**src/rtl/mul_div_sequencer.sv**
```systemverilog
// mul_div_sequencer: multi-cycle 32x32 multiply / 32/32 divide controller.
// It drives the shared 32-bit EX-stage ALU with one add or subtract per cycle.
//
// Ports:
//   clk, rst (synchronous, active-high)
//   start/op/a/b            request, accepted only in IDLE
//                           op[0]: 0 = multiply, 1 = divide; op[1]: signed
//   busy, done              busy while iterating; done is a one-cycle pulse
//   result_lo/result_hi     product[31:0]/[63:32], or quotient/remainder
//   div_by_zero             raised together with done when the divisor was 0
//   alu_en/alu_mode/alu_op1/alu_op2  ALU request, owned while alu_en=1
//   alu_out                 combinational ALU result in the same cycle
//
// Optional feature: define SIGNED_OPS_EN to honour op[1] (signed operands,
// fixed up in a one-cycle FIX state). Without it every op is unsigned.
module mul_div_sequencer (
  input  logic        clk,
  input  logic        rst,
  input  logic        start,
  input  logic [1:0]  op,
  input  logic [31:0] a,
  input  logic [31:0] b,
  output logic        busy,
  output logic        done,
  output logic [31:0] result_lo,
  output logic [31:0] result_hi,
  output logic        div_by_zero,
  output logic        alu_en,
  output logic [3:0]  alu_mode,
  output logic [31:0] alu_op1,
  output logic [31:0] alu_op2,
  input  logic [31:0] alu_out
);

  localparam int unsigned W  = 32;
  localparam int unsigned CW = 5;
  localparam int unsigned MW = 4;
  localparam logic [MW-1:0] MODE_ADD  = 4'b0000;
  localparam logic [MW-1:0] MODE_SUB  = 4'b0001;
  localparam logic [W-1:0]  DIV0_QUOT = 32'hFFFF_FFFF;
  localparam logic [CW-1:0] LAST_ITER = 5'd31;

`ifdef SIGNED_OPS_EN
  typedef enum logic [2:0] {
    S_IDLE = 3'd0, S_MUL = 3'd1, S_DIV = 3'd2, S_DONE = 3'd3, S_FIX = 3'd4
  } state_t;
`else
  typedef enum logic [2:0] {
    S_IDLE = 3'd0, S_MUL = 3'd1, S_DIV = 3'd2, S_DONE = 3'd3
  } state_t;
`endif

  state_t        state_q, state_d;
  logic [CW-1:0] cnt_q, cnt_d;
  // Working registers: hi = acc/rem, lo = mq/quo, opnd = mcand/dvs.
  logic [W-1:0]  hi_q, hi_d;
  logic [W-1:0]  lo_q, lo_d;
  logic [W-1:0]  opnd_q, opnd_d;

  logic          busy_q, busy_d;
  logic          done_q, done_d;
  logic [W-1:0]  res_lo_q, res_lo_d;
  logic [W-1:0]  res_hi_q, res_hi_d;
  logic          dbz_q, dbz_d;
  logic          alu_en_q, alu_en_d;
  logic [MW-1:0] alu_mode_q, alu_mode_d;
  logic [W-1:0]  alu_op1_q, alu_op1_d;
  logic [W-1:0]  alu_op2_q, alu_op2_d;

  logic [W-1:0]  a_mag, b_mag;
  logic [W-1:0]  mul_s;
  logic          mul_c;
  logic [W-1:0]  div_r;
  logic          div_ge;

`ifdef SIGNED_OPS_EN
  logic          sgn_q, sgn_d;
  logic          is_div_q, is_div_d;
  logic          neg_q_q, neg_q_d;   // negate quotient / product
  logic          neg_r_q, neg_r_d;   // negate remainder
  logic [2*W-1:0] prod_neg;
`else
  logic          op_signed_unused;
  assign op_signed_unused = op[1];
`endif

  // Next-state, datapath and registered-output computation.
  always_comb begin
    state_d  = state_q;
    cnt_d    = cnt_q;
    hi_d     = hi_q;
    lo_d     = lo_q;
    opnd_d   = opnd_q;
    res_lo_d = res_lo_q;
    res_hi_d = res_hi_q;
    dbz_d    = dbz_q;
    a_mag    = a;
    b_mag    = b;
    mul_s    = '0;
    mul_c    = 1'b0;
    div_r    = '0;
    div_ge   = 1'b0;
`ifdef SIGNED_OPS_EN
    sgn_d    = sgn_q;
    is_div_d = is_div_q;
    neg_q_d  = neg_q_q;
    neg_r_d  = neg_r_q;
    prod_neg = '0;
`endif

    case (state_q)
      S_IDLE: begin
        if (start) begin
`ifdef SIGNED_OPS_EN
          sgn_d    = op[1];
          is_div_d = op[0];
          neg_q_d  = a[31] ^ b[31];
          neg_r_d  = a[31];
          if (op[1] && a[31]) a_mag = (~a) + 32'd1;
          if (op[1] && b[31]) b_mag = (~b) + 32'd1;
`endif
          dbz_d  = 1'b0;
          cnt_d  = '0;
          hi_d   = '0;
          lo_d   = a_mag;
          opnd_d = b_mag;
          if (!op[0]) begin
            state_d = S_MUL;
          end else if (b == '0) begin
            // Zero divisor short-circuits to DONE with the fixed result.
            state_d  = S_DONE;
            res_lo_d = DIV0_QUOT;
            res_hi_d = a;
            dbz_d    = 1'b1;
          end else begin
            state_d = S_DIV;
          end
        end
      end

      S_MUL: begin
        if (lo_q[0]) begin
          mul_s = alu_out;
          mul_c = (alu_out < hi_q);
        end else begin
          mul_s = hi_q;
          mul_c = 1'b0;
        end
        // {c,s,mq} >> 1, keeping the low 64 bits.
        hi_d  = {mul_c, mul_s[W-1:1]};
        lo_d  = {mul_s[0], lo_q[W-1:1]};
        cnt_d = cnt_q + 5'd1;
        if (cnt_q == LAST_ITER) begin
          state_d  = S_DONE;
          res_hi_d = hi_d;
          res_lo_d = lo_d;
`ifdef SIGNED_OPS_EN
          if (sgn_q) begin
            state_d  = S_FIX;
            res_hi_d = res_hi_q;
            res_lo_d = res_lo_q;
          end
`endif
        end
      end

      S_DIV: begin
        div_r = {hi_q[W-2:0], lo_q[W-1]};
        // A set rem[31] means the shifted value exceeds 32 bits, so it is >= dvs.
        div_ge = hi_q[W-1] | (div_r >= opnd_q);
        hi_d   = div_ge ? alu_out : div_r;
        lo_d   = {lo_q[W-2:0], div_ge};
        cnt_d  = cnt_q + 5'd1;
        if (cnt_q == LAST_ITER) begin
          state_d  = S_DONE;
          res_hi_d = hi_d;
          res_lo_d = lo_d;
`ifdef SIGNED_OPS_EN
          if (sgn_q) begin
            state_d  = S_FIX;
            res_hi_d = res_hi_q;
            res_lo_d = res_lo_q;
          end
`endif
        end
      end

`ifdef SIGNED_OPS_EN
      S_FIX: begin
        state_d = S_DONE;
        if (is_div_q) begin
          res_lo_d = neg_q_q ? (~lo_q) + 32'd1 : lo_q;
          res_hi_d = neg_r_q ? (~hi_q) + 32'd1 : hi_q;
        end else begin
          prod_neg = (~{hi_q, lo_q}) + 64'd1;
          res_hi_d = neg_q_q ? prod_neg[2*W-1:W] : hi_q;
          res_lo_d = neg_q_q ? prod_neg[W-1:0]   : lo_q;
        end
      end
`endif

      S_DONE:  state_d = S_IDLE;
      default: state_d = S_IDLE;
    endcase

    // Registered outputs follow the state being entered.
    busy_d     = (state_d == S_MUL) || (state_d == S_DIV)
`ifdef SIGNED_OPS_EN
                 || (state_d == S_FIX)
`endif
                 ;
    done_d     = (state_d == S_DONE);
    alu_en_d   = (state_d == S_MUL) || (state_d == S_DIV);
    alu_mode_d = (state_d == S_DIV) ? MODE_SUB : MODE_ADD;
    alu_op1_d  = '0;
    alu_op2_d  = '0;
    if (state_d == S_MUL) begin
      alu_op1_d = hi_d;
      alu_op2_d = opnd_d;
    end else if (state_d == S_DIV) begin
      alu_op1_d = {hi_d[W-2:0], lo_d[W-1]};
      alu_op2_d = opnd_d;
    end
  end

  // State and output registers.
  always_ff @(posedge clk) begin
    if (rst) begin
      state_q    <= S_IDLE;
      cnt_q      <= '0;
      hi_q       <= '0;
      lo_q       <= '0;
      opnd_q     <= '0;
      busy_q     <= 1'b0;
      done_q     <= 1'b0;
      res_lo_q   <= '0;
      res_hi_q   <= '0;
      dbz_q      <= 1'b0;
      alu_en_q   <= 1'b0;
      alu_mode_q <= MODE_ADD;
      alu_op1_q  <= '0;
      alu_op2_q  <= '0;
`ifdef SIGNED_OPS_EN
      sgn_q      <= 1'b0;
      is_div_q   <= 1'b0;
      neg_q_q    <= 1'b0;
      neg_r_q    <= 1'b0;
`endif
    end else begin
      state_q    <= state_d;
      cnt_q      <= cnt_d;
      hi_q       <= hi_d;
      lo_q       <= lo_d;
      opnd_q     <= opnd_d;
      busy_q     <= busy_d;
      done_q     <= done_d;
      res_lo_q   <= res_lo_d;
      res_hi_q   <= res_hi_d;
      dbz_q      <= dbz_d;
      alu_en_q   <= alu_en_d;
      alu_mode_q <= alu_mode_d;
      alu_op1_q  <= alu_op1_d;
      alu_op2_q  <= alu_op2_d;
`ifdef SIGNED_OPS_EN
      sgn_q      <= sgn_d;
      is_div_q   <= is_div_d;
      neg_q_q    <= neg_q_d;
      neg_r_q    <= neg_r_d;
`endif
    end
  end

  assign busy        = busy_q;
  assign done        = done_q;
  assign result_lo   = res_lo_q;
  assign result_hi   = res_hi_q;
  assign div_by_zero = dbz_q;
  assign alu_en      = alu_en_q;
  assign alu_mode    = alu_mode_q;
  assign alu_op1     = alu_op1_q;
  assign alu_op2     = alu_op2_q;

endmodule

```
**config.mk**
```make
export PLATFORM = sky130hd
export DESIGN_NAME = mul_div_sequencer
export DESIGN_NICKNAME = d
export VERILOG_FILES = /design/src/rtl/mul_div_sequencer.sv
export SDC_FILE = /design/constraint.sdc
export NUM_CORES = 1
export LEC_CHECK = 0
export ABC_CLOCK_PERIOD_IN_PS = 2500
export CAP_MARGIN = 0
export CORE_MARGIN = 2
export CORE_UTILIZATION = 35
export CTS_BUF_LIST = sky130_fd_sc_hd__clkbuf_8
export DETAILED_ROUTE_END_ITERATION = 10
export GPL_ROUTABILITY_DRIVEN = 0
export PLACE_DENSITY = 0.62
export SLEW_MARGIN = 40
export SYNTH_ARGS = -nofsm -noshare
export SYNTH_HDL_FRONTEND = slang
export SYNTH_SLANG_ARGS = --single-unit
```
**constraint.sdc**
```tcl
create_clock -name clk -period 2.5 [get_ports clk]
set_clock_uncertainty 0.2 [all_clocks]
set_input_delay 0.5 -clock clk [delete_from_list [all_inputs] [get_ports clk]]
set_output_delay 0.5 -clock clk [all_outputs]
set_load 0.02 [all_outputs]
```
Word-level counts from Yosys, hierarchy flattened
Index checks and enable logic that the tools add are counted.
{"block": "totals", "elab_cells": 74, "rom_bits": 0, "out_inout_bits": 136, "latchBits": 0, "regBits": 239, "memories": 0, "mem_bits_rw": 0}
{"block": "op_classes", "n_lt_le_gt_ge": 2, "n_div": 0, "shift": 0, "n_addsub": 1, "mux": 35, "bitwise": 1, "multipliers": 0, "n_eq_ne": 11, "reduce_logical": 10}
{"cell": "$mux W32", "count": 20}
{"cell": "$pmux W32 S3", "count": 4}
{"cell": "$ge A32 B32 Y1", "count": 1}
{"cell": "$logic_not A32 Y1", "count": 1}
{"cell": "$lt A32 B32 Y1", "count": 1}
{"cell": "$ne A2 B2 Y1 const B", "count": 5}
{"cell": "$pmux W5 S2", "count": 1}
{"cell": "$eq A3 B2 Y1 const B", "count": 3}
{"cell": "$eq A3 B1 Y1 const B", "count": 2}
{"cell": "$mux W3", "count": 2}
{"cell": "$pmux W3 S2", "count": 1}
{"cell": "$reduce_and A2 Y1", "count": 3}
{"cell": "$reduce_and A6 Y1", "count": 1}
{"cell": "$add A5 B1 Y5 const B", "count": 1}
{"cell": "$eq A5 B5 Y1 const B", "count": 1}
{"cell": "$mux W1", "count": 5}
{"cell": "$mux W5", "count": 1}
{"cell": "$logic_not A3 Y1", "count": 1}
{"cell": "$reduce_bool A3 Y1", "count": 1}
{"cell": "$mux W2", "count": 1}
{"cell": "$reduce_bool A2 Y1", "count": 1}
{"cell": "$reduce_or A2 Y1", "count": 1}
{"cell": "$logic_or A1 B1 Y1", "count": 1}
{"cell": "$or A1 B1 Y1", "count": 1}

Logic depth before layout (Yosys ltp)
{"block": "logic_depth", "depth_word": 8, "mapped_depth": 10}

Worst setup path after synthesis
OpenSTA, ideal clock, no wires.
{"block": "synth_path", "path_kind": "register to register", "start": "register opnd_q[14]", "end": "register res_hi_q[23] (netlist: result_hi[23])", "path_stages_with_launch": 11, "period_less_slack_ns": 2.486, "t_arrival_ns": 2.198, "setup_time_ns": 0.088, "n_path_buf": 1, "slack_ns": 0.014, "path_cell_list": "dfxtp_1 -> inv_1 -> ha_1 -> a21oi_2 -> a21boi_2 -> nor4b_4 -> o31ai_4 -> buf_6 -> a2111oi_0 -> a31oi_1 -> a311oi_2"}
{"block": "synth_between", "elab_chain_cells": 5}
{"element": "from (decl)", "line": "58", "text": "logic [W-1:0] opnd_q, opnd_d;"}
{"element": "from (signal assigned)", "line": "254", "text": "opnd_q <= opnd_d;"}
{"element": "$ge A32 B32 Y1", "line": "170", "text": "div_ge = hi_q[W-1] | (div_r >= opnd_q);"}
{"element": "$or A1 B1 Y1", "line": "170"}
{"element": "$mux W32", "line": "171", "text": "hi_d = div_ge ? alu_out : div_r;"}
{"element": "$mux W32", "line": "174", "text": "if (cnt_q == LAST_ITER) begin"}
{"element": "$pmux W32 S3", "line": "111", "text": "case (state_q)"}
{"element": "to (signal assigned)", "line": "258", "text": "res_hi_q <= res_hi_d;"}
{"element": "to (decl)", "line": "63", "text": "logic [W-1:0] res_hi_q, res_hi_d;"}
No other way between the ends. The select of a mux whose other input is x is not followed.
A chain may end at the register's enable or synchronous reset.

Worst setup path in the final report
{"block": "layout_path", "start": "register opnd_q[13]", "end": "register res_hi_q[19] (netlist: result_hi[19])"}
Same word-level chain as after synthesis.

==> summary.txt <==
Pwr
  • Cell Int Power: 6.927 mW
  • Combinational share of power: between 10% and 20%
  • Psw: 2.699 mW
  • Switching Fraction: approximately 28%
  • PwrDens: 526.6 nW/um^2
  • Clk network pwr share: 39.7%
  • Register share of total power: 40.4%
  • Maximum vdd drop: 312.3 uV
  • P_leak: 6.238 nW

Placement
  • Dpl cells: 1939
  • Detailed placement HPWL: 28.25 mm
  • Setup WS pre-CTS: -0.8922 ns
  • Port Buffer Count: 232

Logic synthesis
  • Seq/Total Area, Yosys: a little over two fifths
  • Syn. warnings: 0
  • #FFs+latches synth: 236
  • Area of the mapped netlist: 11100 um^2
  • Ys async rst share: 0%
  • Post-synth EDFFs: 0
  • Synthesized instance count: 1250
  • Syn avg cell area: 8.883 um^2
  • Distinct cell type count after synthesis: 63
  • Ys flop type: dfxtp_1

Global routing
  • Antenna violations before repair: 5
  • Met2 Use GR: 40.64%
  • GR Layer Usage met1: 31.07%
  • Routing usage on met3: 8.222%
  • Vias in the first global route: 11898
  • GR peak layer: met2
  • GRT Overall Usage: approximately 25%
  • Grt total ovfl: 0
  • First-pass GRT wire length: between 60 and 70 mm
  • Largest net degree at the start of global routing: 94

Floorplanning
  • Site row count: 65
  • Core Area: ~31000 um^2
  • DIE HEIGHT: ~180 um
  • Initial core utilization: 35.37%
  • Full die area: about 33000 um^2
  • DIE WIDTH: 182.1 um
  • I/O Pins: about 240

Critical path
  • CP Launch Type: register
  • Crit path from: opnd_q[13]$_SDFF_PP0_
  • Worst Reg-to-Reg Cells: 13
  • CP max stage delay: 0.42 ns
  • Crit path kind: reg -> reg
  • Crit path required time: 2.76 ns
  • CP endpoint kind: register
  • Worst path most repeated cell: buf_12
  • Worst R2R Start: opnd_q[13]$_SDFF_PP0_
  • CP Cell Sequence: inv_2 > ha_4 > nand4_1 > buf_4 > a211oi_2 > nor4b_4 > o31ai_4 > buf_12 > buf_12 > buf_12 > a2111oi_4 > a31oi_4 > a311oi_2
  • Arrival time worst endpoint: 3.11 ns
  • Crit path max-delay cell type: a2111oi_4
  • Crit-path max FO: 7

Detailed routing
  • Vias: 11724
  • Routed Antenna Nets: 0
  • Vias per inst: ~5.6
  • Drt total wl: between 40 and 50 mm
  • First DRT Iteration DRCs: 929
  • Wire per inst: 21.40 um
  • Pre-antenna DRT Iters: 5
  • Remaining DRCs: 0

Timing
  • Final hold vios: 0
  • Slew Limit Headroom: 63.96%
  • Fin crit share: 114.1%
  • FMAX: approximately 350 MHz
  • Slew @ Worst Pin: 0.5406 ns
  • RSZ-0062 raised after global routing: true
  • Final critical-path required period: between 2 and 3 ns
  • Setup Viol. Count Final: 99
  • Final Worst Setup Slack: -0.3513 ns
  • Fin. max-slew vios: 0

Finish
  • Layout Cells excl Fill: 2079
  • Multi-input gate area: 7239 um^2
  • # fillers: 2551
  • Share of cells above drive strength 1: 30.23%
  • Register area: 4747 um^2
  • Area delta synth->final: 64.60%
  • Nets@finish: approximately 1800

Clock network
  • Clock insertion delay at the later pin of the skew report: around 0.56 ns
  • CTS H-tree lvls: 2
  • Worst-path clk slew: 0.06 ns
  • CTS tree: built
  • Sink Count: around 240
  • Max Buffers Root-to-Sink: 3
  • TritonCTS Buffers: 43
  • Root buf cell: clkbuf_8

Hold path
  • Hold Path Stages: 3
  • Hold WC Path Type: in -> reg
  • Worst hold start: b[25]

Flow run
  • Max-cap violation count: 0

Run status
  • Failing checks: negative setup slack
  • Status: finished with violations
[through the flow]
step	instance area (um^2)	setup TNS, ns	utilization [%]	power, mW	hold slack, ns
after floorplan	11110	0	-	4.526	0.2484
after CTS	17780	-9.152	56.65	9.516	0.1419
after global placement	14800	-106.96	47.15	5.052	0.2613
after detailed placement	14800	-112.70	47.15	5.066	0.2622
after global routing	18270	-29.86	58.19	9.968	0.02129
final	18280	-15.98	58.22	9.625	0.01487
[power groups by stage]
| stage | combinational, mW | sequential (mW) | clock [mW] |
|---|---|---|---|
| 2_1_floorplan | 0.568 | 3.96 | 0 |
| 3_3_place_gp | 1.09 | 3.96 | 0 |
| 3_5_place_dp | 1.11 | 3.96 | 0 |
| 4_1_cts | 1.76 | 3.88 | 3.87 |
| 5_1_grt | 2.01 | 3.89 | 4.07 |
| 6_report | 1.92 | 3.88 | 3.82 |
[flip-flops by register name, indices dropped and copies added (netlist names), 3 cells and up]
signal and count:
alu_op1 32, alu_op2 32, hi_q 32, lo_q 32, opnd_q 32, result_hi 32, result_lo 32, cnt_q 5
state_q 3
[layer usage]
metal,share of wire (%),up-vias
met5,0.092,-
met4,4.5,6
met3,9.1,153
met2,45,583
met1,41,5579
li1,-,5403
[cells in the final DEF (no fill, tap or decap), types with 5 or more instances in the layout]
cell type / instances
dfxtp_1: 218
o22ai_2: 22
clkbuf_2: 8
clkdlybuf4s15_1: 5
buf_6: 34
inv_1: 72
a21oi_2: 28
ha_1: 50
mux2i_1: 32
a2111oi_4: 30
o22ai_1: 8
a311oi_2: 23
dlymetal6s2s_1: 5
a22oi_1: 63
buf_12: 26
clkdlybuf4s50_1: 200
nand2_1: 89
nand4_1: 8
o21ai_0: 7
dfxtp_2: 18
nand3_1: 11
nor2_1: 113
clkbuf_8: 59
a21oi_1: 153
inv_2: 6
buf_4: 149
dlygate4sd2_1: 13
a311oi_1: 40
a31oi_4: 26
nor2b_1: 30
nor4_2: 6
nor3_1: 6
ha_4: 14
[worst max-delay path: cells and delay by family, from the launching register on]
family	cells	cell delay (ns)
AOI/OAI and AO/OA	5	0.95
DFF	1	0.33
and+or+nand+nor	2	0.43
adders and majority gates	1	0.21
buffers and inverters	5	0.62
[worst paths after layout]
path                                endpoint  slack, ns
hold reg to reg        opnd_q[25]$_SDFF_PP0_       0.27
hold / removal         opnd_q[25]$_SDFF_PP0_       0.01
setup reg to reg  result_hi[19]$_SDFFE_PP0P_      -0.35
setup / recovery  result_hi[19]$_SDFFE_PP0P_      -0.35
[logic make-up (layout without fill, tap and decap cells)]
group / count (synthesis) / count (layout) / share of synthesized area [%]
flops: 236 / 236 / 42.55
buf+inv: 174 / 595 / 6.818
simple gates: 294 / 294 / 12.14
mux: 32 / 32 / 2.885
xor+xnor: 3 / 3 / 0.2367
compound gates: 445 / 445 / 28.01
fa+ha+maj: 65 / 65 / 7.325
other cells: 1 / 7 / 0.03377
[cell usage after synthesis (all sizes together) (2+ instances only)]
cell	instances	area, um^2
a22oi	64	480.5
o21bai	2	15.01
o21ai	11	55.05
a21o	5	45.04
and3	3	18.77
o21a	2	22.52
a311oi	63	601.8
ha	65	813.3
a31oi	32	200.2
o22ai	32	200.2
a21oi	181	917.1
clkbuf	64	240.2
nor4	10	68.81
a211o	3	26.28
xor2	2	17.52
buf	42	261.5
nor3b	2	20.02
nand2	93	349.1
or2	2	12.52
nor3	6	30.03
a211oi	7	52.55
nor4b	2	32.53
nand4	8	50.05
nand3b	2	15.01
nand3	11	55.05
inv	68	255.2
a2111oi	32	366.6
and2	3	18.77
nor2	114	427.9
nor2b	32	200.2
a22o	2	17.52
dfxtp	236	4725
and4	2	17.52
mux2i	32	320.3
[area by class of cell]
class	count	share of cell area, %
Clock buffer	59	4.443
Multi-Input combinational cell	843	39.61
Timing Repair Buffer	454	25.32
Clock inverter	14	0.4450
Sequential cell	236	25.97
Inverter	68	1.410
Tap cell	402	2.752
Antenna cell	3	0.04108
[what timing repair did]
action,in CTS,in global routing
pin swaps,109,52
gates resized for setup,272,97
gates cloned,8,3
setup buffers,47,14
hold endpoints to repair,2,0
endpoints found under the setup margin,162,162
hold buffers,1,0
(Power assumes the default switching activity.)
